[config.mk]
export PLATFORM = sky130hd
export DESIGN_NAME = binop_sequencer
export DESIGN_NICKNAME = d
export VERILOG_FILES = /design/src/rtl/binop_sequencer.sv
export SDC_FILE = /design/constraint.sdc
export NUM_CORES = 1
export LEC_CHECK = 0
export BUFFER_PORTS_ARGS = -buffer_cell sky130_fd_sc_hd__clkbuf_2
export CELL_PAD_IN_SITES_DETAIL_PLACEMENT = 0
export CELL_PAD_IN_SITES_GLOBAL_PLACEMENT = 1
export CORE_AREA = 2 2 209 211
export CTS_CLUSTER_DIAMETER = 200
export DETAILED_ROUTE_END_ITERATION = 12
export DIE_AREA = 0 0 211 213
export GPL_TIMING_DRIVEN = 0
export PLACE_DENSITY = 0.65
export SYNTH_ARGS = -nofsm -noshare
export SYNTH_HDL_FRONTEND = slang
export SYNTH_SLANG_ARGS = --single-unit
[constraint.sdc]
create_clock -name clk -period 5.95 [get_ports clk]
set_input_delay 1.19 -clock clk [delete_from_list [all_inputs] [get_ports clk]]
set_output_delay 1.19 -clock clk [all_outputs]
set_load 0.03 [all_outputs]
[src/rtl/binop_sequencer.sv]
// binop_sequencer
// Executes one WebAssembly binary numeric instruction (i32/i64 arithmetic and
// comparison) against the operand stack using the shared ALU: pops the right
// operand, then the left operand, issues one ALU operation, waits for the
// result and pushes it back.  Stack underflow, illegal opcodes and ALU traps
// end in a sticky TRAP state that only reset leaves.
//
// Ports
//   clk, reset            clock (rising edge), asynchronous active-low reset
//   op_valid/op_code      opcode offered by the decoder
//   op_ready              sequencer idle and able to accept
//   busy                  high in every state except IDLE and TRAP
//   stack_count/top       stack occupancy and combinational top-of-stack
//   stack_pop/push/wdata  stack strobes and value to push
//   alu_start/op/a/b      ALU issue strobe, opcode and operands
//   alu_done/result/trap  ALU completion, result and trap code
//   trap                  sticky trap code (0 none, 2 underflow, 3 illegal,
//                         otherwise the ALU trap code)
module binop_sequencer #(
  parameter int WIDTH   = 64,
  parameter int DEPTH_W = 8
) (
  input  logic               clk,
  input  logic               reset,
  input  logic               op_valid,
  input  logic [7:0]         op_code,
  output logic               op_ready,
  output logic               busy,
  input  logic [DEPTH_W-1:0] stack_count,
  input  logic [WIDTH-1:0]   stack_top,
  output logic               stack_pop,
  output logic               stack_push,
  output logic [WIDTH-1:0]   stack_wdata,
  output logic               alu_start,
  output logic [7:0]         alu_op,
  output logic [WIDTH-1:0]   alu_a,
  output logic [WIDTH-1:0]   alu_b,
  input  logic               alu_done,
  input  logic [WIDTH-1:0]   alu_result,
  input  logic [3:0]         alu_trap,
  output logic [3:0]         trap
);

  typedef enum logic [2:0] {
    S_IDLE, S_POP_B, S_POP_A, S_ISSUE, S_WAIT, S_PUSH, S_TRAP
  } state_t;

  state_t           state;
  state_t           state_nxt;
  logic [3:0]       trap_nxt;
  logic [7:0]       op_q;
  logic             is_i32_q;
  logic [WIDTH-1:0] b_q;

  // Binary i32/i64 arithmetic and comparison opcodes; unary and conversion
  // opcodes in between are rejected.
  function automatic logic op_legal(input logic [7:0] op);
    return (op >= 8'h46 && op <= 8'h4F) || (op >= 8'h51 && op <= 8'h5A) ||
           (op >= 8'h6A && op <= 8'h78) || (op >= 8'h7C && op <= 8'h8A);
  endfunction

  function automatic logic op_is_i32(input logic [7:0] op);
    return (op >= 8'h46 && op <= 8'h4F) || (op >= 8'h6A && op <= 8'h78);
  endfunction

  // i32 operations see and produce only the low word, upper word zeroed.
  function automatic logic [WIDTH-1:0] narrow(input logic [WIDTH-1:0] v,
                                              input logic is32);
    return is32 ? {{(WIDTH-32){1'b0}}, v[31:0]} : v;
  endfunction

  always_comb begin
    state_nxt = state;
    trap_nxt  = trap;
    case (state)
      S_IDLE: begin
        if (op_valid) begin
          if (!op_legal(op_code)) begin
            trap_nxt  = 4'd3;
            state_nxt = S_TRAP;
          end else if (stack_count < DEPTH_W'(2)) begin
            trap_nxt  = 4'd2;
            state_nxt = S_TRAP;
          end else begin
            state_nxt = S_POP_B;
          end
        end
      end
      S_POP_B: state_nxt = S_POP_A;
      S_POP_A: state_nxt = S_ISSUE;
      // alu_done is deliberately not looked at until the first WAIT cycle.
      S_ISSUE: state_nxt = S_WAIT;
      S_WAIT: begin
        if (alu_done) begin
          if (alu_trap != 4'd0) begin
            trap_nxt  = alu_trap;
            state_nxt = S_TRAP;
          end else begin
            state_nxt = S_PUSH;
          end
        end
      end
      S_PUSH:  state_nxt = S_IDLE;
      S_TRAP:  state_nxt = S_TRAP;
      default: state_nxt = S_IDLE;
    endcase
  end

  // Every output is a flop decoded from the next state, so strobes line up
  // with the state they belong to without combinational output paths.
  always_ff @(posedge clk or negedge reset) begin
    if (!reset) begin
      state       <= S_IDLE;
      trap        <= 4'd0;
      op_ready    <= 1'b1;
      busy        <= 1'b0;
      stack_pop   <= 1'b0;
      stack_push  <= 1'b0;
      alu_start   <= 1'b0;
      alu_op      <= 8'd0;
      alu_a       <= '0;
      alu_b       <= '0;
      stack_wdata <= '0;
      op_q        <= 8'd0;
      is_i32_q    <= 1'b0;
    end else begin
      state      <= state_nxt;
      trap       <= trap_nxt;
      op_ready   <= (state_nxt == S_IDLE);
      busy       <= (state_nxt != S_IDLE) && (state_nxt != S_TRAP);
      stack_pop  <= (state_nxt == S_POP_B) || (state_nxt == S_POP_A);
      stack_push <= (state_nxt == S_PUSH);
      alu_start  <= (state_nxt == S_ISSUE);
      if (state == S_IDLE && op_valid) begin
        op_q     <= op_code;
        is_i32_q <= op_is_i32(op_code);
      end
      // The left operand goes straight from the stack into alu_a; the ALU
      // operands then hold until the next instruction reaches ISSUE.
      if (state == S_POP_A) begin
        alu_a  <= narrow(stack_top, is_i32_q);
        alu_b  <= narrow(b_q, is_i32_q);
        alu_op <= op_q;
      end
      if (state == S_WAIT && alu_done && alu_trap == 4'd0)
        stack_wdata <= narrow(alu_result, is_i32_q);
    end
  end

  // Right operand holding register; pure data, no reset needed.
  always_ff @(posedge clk) begin
    if (state == S_POP_B)
      b_q <= stack_top;
  end

endmodule

==> flow_results.xml <==
<?xml version="1.0" encoding="UTF-8"?>
<metrics>
  <group name="yosys">
    <metric name="ys_async_sr_fraction" unit="%">77.5</metric>
    <metric name="post_synth_inst_count" unit="">1021</metric>
    <metric name="post-synth-top-count-cell" unit="">nand2_1</metric>
    <metric name="syn-cell-area" unit="mm²">0.0106</metric>
    <metric name="ys_seq_area_share" unit="%">70.3</metric>
    <metric name="netlist-cell-type-count" unit="">42</metric>
    <metric name="number_of_flops_mapped_to_enable_cells_by_yosys" unit="">64</metric>
    <metric name="synthTopCellsByArea" unit="">dfrtp_1, edfxtp_1, nand2_1</metric>
    <metric name="synth_top_cells_by_count" unit="">nand2_1, dfrtp_1, o21ai_0</metric>
    <metric name="ys.flop_type" unit="">dfrtp_1</metric>
    <metric name="mappedNetlistNets" unit="">1173</metric>
    <metric name="synth.largest_area_cell" unit="">dfrtp_1</metric>
    <metric name="synth-seq-cells" unit="">285</metric>
    <metric name="number_of_warnings_issued_by_yosys" unit="">0</metric>
    <metric name="netlist.area_leader.share" unit="%">51.9</metric>
    <metric name="synth_area_per_cell" unit="µm²">10.4</metric>
  </group>
  <group name="final_layout">
    <metric name="layout-drive-gt1-share" unit="%">30.9</metric>
    <metric name="area_delta_synth_final" unit="%">35.5</metric>
    <metric name="final_cell_area" unit="mm²">0.0144</metric>
    <metric name="layout.cells.non_filler" unit="">1992</metric>
    <metric name="nNetsFinal" unit="">1570</metric>
  </group>
  <group name="power">
    <metric name="cellInternalPower" unit="W">0.00485</metric>
    <metric name="total_power" unit="W">0.00846</metric>
    <metric name="clock_power_share" unit="%">26.0</metric>
    <metric name="seqPwrFrac" unit="%">35.4</metric>
    <metric name="max_vdd_drop" unit="µV">276</metric>
    <metric name="power.combinational.fraction" unit="%">38.6</metric>
    <metric name="net-switching-power" unit="W">0.00361</metric>
    <metric name="leakagePower" unit="nW">7.43</metric>
    <metric name="power_switching_share" unit="%">42.6</metric>
    <metric name="power_density" unit="mW/mm²">588</metric>
  </group>
  <group name="clock_network">
    <metric name="cts_hold_buf" unit="">0</metric>
    <metric name="cts.path.max_buffers" unit="">3</metric>
    <metric name="post_cts_resize_count" unit="">0</metric>
    <metric name="clock_sink_count" unit="">285</metric>
    <metric name="insertion_delay" unit="ns">0.54</metric>
    <metric name="cts_tree" unit="">yes</metric>
    <metric name="cts_root_buf" unit="">clkbuf_16</metric>
    <metric name="clkSlewWorstSetupHoldPaths" unit="ns">0.06</metric>
    <metric name="post-cts-setup-buffer-count" unit="">0</metric>
    <metric name="tritoncts.num_buffers" unit="">35</metric>
    <metric name="ctsHtreeMaxLevel" unit="">2</metric>
  </group>
  <group name="floorplan">
    <metric name="floorplan.die.width" unit="µm">211</metric>
    <metric name="core.rowCount" unit="">76</metric>
    <metric name="fp.dieH" unit="µm">213</metric>
    <metric name="core" unit="mm²">0.0427</metric>
    <metric name="dieArea" unit="mm²">0.0449</metric>
    <metric name="floorplan.initialDensity" unit="%">24.8</metric>
    <metric name="i_o_pins" unit="">361</metric>
  </group>
  <group name="worst_hold_path">
    <metric name="hold_path_end" unit="">alu_b[30]</metric>
    <metric name="timing.hold.worst_path_depth" unit="">2</metric>
    <metric name="min-delay-start" unit="">b_q[30]</metric>
    <metric name="hold_path_class" unit="">flop to flop</metric>
  </group>
  <group name="sta">
    <metric name="finalHoldViolCount" unit="">0</metric>
    <metric name="period_minus_slack" unit="ns">2.47</metric>
    <metric name="final_critical_path_setup_slack" unit="ns">3.48</metric>
    <metric name="drv_slew" unit="">0</metric>
    <metric name="fin_skew" unit="ns">0.0250</metric>
    <metric name="fin_setup_tns" unit="ns">0</metric>
    <metric name="rsz0062_at_grt" unit="">no</metric>
    <metric name="min_period_over_period" unit="%">41.4</metric>
    <metric name="max_clock_freq" unit="MHz">406</metric>
    <metric name="report.final.setup_viol" unit="">0</metric>
    <metric name="max_slew_margin_vs_limit" unit="%">59.8</metric>
    <metric name="worst_slew_pin_slew" unit="ns">0.603</metric>
  </group>
  <group name="worst_setup_path">
    <metric name="worst_path_required_time" unit="ns">6.38</metric>
    <metric name="worst_r2r_path_depth" unit="">8</metric>
    <metric name="worstSetupStartpointType" unit="">input pin</metric>
    <metric name="timing_worst_setup_path_type" unit="">input pin to flop</metric>
    <metric name="rr_endpoint" unit="">alu_a[14]</metric>
    <metric name="nature_of_the_critical_path_endpoint" unit="">flop</metric>
    <metric name="worst-r2r-setup-slack" unit="ns">3.74</metric>
    <metric name="critical_path_at" unit="ns">2.90</metric>
    <metric name="reg2reg_from" unit="">state[2]</metric>
    <metric name="path_max_fanout" unit="">10</metric>
  </group>
  <group name="global_route">
    <metric name="global_route.usage.total" unit="%">14.2</metric>
    <metric name="grt.overflow.total" unit="">0</metric>
    <metric name="first_global_vias" unit="">8451</metric>
    <metric name="grt_antenna_before_repair" unit="">3</metric>
    <metric name="grt_max_degree" unit="">88</metric>
    <metric name="grt_first_pass_wirelength" unit="mm">49.2</metric>
  </group>
  <group name="route">
    <metric name="vias_per_cell" unit="">4.22</metric>
    <metric name="wl_per_cell" unit="µm">16.2</metric>
    <metric name="drt_drc_violations_left" unit="">0</metric>
    <metric name="number_of_drc_violations_after_detailed_routing_iteration_0" unit="">358</metric>
    <metric name="routed_wirelength" unit="mm">32.2</metric>
    <metric name="antenna_left" unit="">0</metric>
    <metric name="dr.pass1.iters" unit="">5</metric>
    <metric name="vias" unit="">8412</metric>
  </group>
  <group name="placement">
    <metric name="dp_hpwl" unit="mm">23.4</metric>
    <metric name="preCtsSetupSlack" unit="ns">2.87</metric>
    <metric name="routabilityCongestion" unit="">0.782</metric>
    <metric name="dp_cells" unit="">1927</metric>
    <metric name="io_buffers" unit="">357</metric>
    <metric name="dpl-instance-area" unit="mm²">0.0132</metric>
  </group>
  <group name="flow_run">
    <metric name="max-cap-violations" unit="">0</metric>
  </group>
  <group name="run_status">
    <metric name="status" unit="">finished, final reports clean</metric>
  </group>
</metrics>
-- worst max-delay path: stages --
cell	delay [ns]
clkbuf_2	0.09
nor4_1	0.48
nand2_1	0.36
clkbuf_1	0.34
buf_2	0.28
nand2_1	0.09
nand2_1	0.06
-- per-stage QoR --
step	hold slack, ns	utilization, %
final	0.436	33.7
after global routing	0.452	33.7
after CTS	0.439	33.7
after detailed placement	0.423	30.8
after global placement	0.420	30.6
after floorplan	0.415	-
-- sequential cells by signal, summed over array words and instances (netlist names) --
signal / cells
alu_a: 64
alu_b: 64
alu_op: 8
alu_start: 1
b_q: 64
busy: 1
is_i32_q: 1
op_q: 8
op_ready: 1
stack_pop: 1
stack_push: 1
stack_wdata: 64
state: 3
trap: 4
-- power by group through the flow --
stage	registers (W)	clock network (W)	logic [W]
floorplan	0.00408	0	0.00106
global placement	0.00302	0	0.00330
detailed placement	0.00303	0	0.00334
CTS	0.00300	0.00227	0.00335
global route	0.00308	0.00234	0.00360
finish	0.00300	0.00220	0.00327
-- cell type report --
cell class,count,area (µm²)
Tap cell,546,683
Inverter,11,41.3
Fill cell,4480,28300
Buffer,56,234
Clock inverter,16,181
Timing Repair Buffer,360,1880
Clock buffer,48,1020
Antenna cell,1,2.50
Sequential cell,285,7450
Multi-Input combinational cell,669,2880
-- kinds of logic after synthesis --
family | synth area share [%]
compound gates | 6.56
simple gates | 19.5
xor+xnor | 0.0826
mux | 1.04
buf+inv | 2.60
flops | 70.3
-- routing by layer --
| metal | global-route usage (%) | wire length [µm] |
|---|---|---|
| met1 | 17.8 | 13500 |
| met2 | 23.0 | 15600 |
| met3 | 4.37 | 2170 |
| met4 | 5.46 | 831 |
| met5 | 0 | 27 |
-- cell usage in the layout, fill, tap and decap left out, drive strengths merged, types with 2 or more instances in the layout --
cell,netlist,routed
a21oi,6,6
a22o,3,3
a31oi,4,4
buf,21,24
bufinv,0,3
clkbuf,35,440
clkinv,0,8
clkinvlp,0,3
dfrtp,220,220
edfxtp,64,64
inv,11,13
mux2,8,8
mux2i,2,2
nand2,508,508
nand3,3,3
nor2,5,5
nor2b,3,3
nor3,3,3
nor3b,2,2
nor4,2,2
o21a,2,2
o21ai,103,103
o31ai,2,2
-- worst max-delay path by stage --
stage / cells past startpoint / startpoint / slack, ns / to
detailed placement: 7 / alu_trap[1] / 2.87 / stack_wdata[28]
CTS: 1 / op_ready / 3.47 / op_ready
global placement: 1 / reset / -1.27 / stack_wdata[45]
floorplan: 3 / state[2] / 3.39 / b_q[0]
global route: 7 / alu_trap[1] / 3.26 / stack_wdata[27]
finish: 7 / alu_trap[1] / 3.48 / stack_wdata[28]
Power figures use the tool's default switching activity.
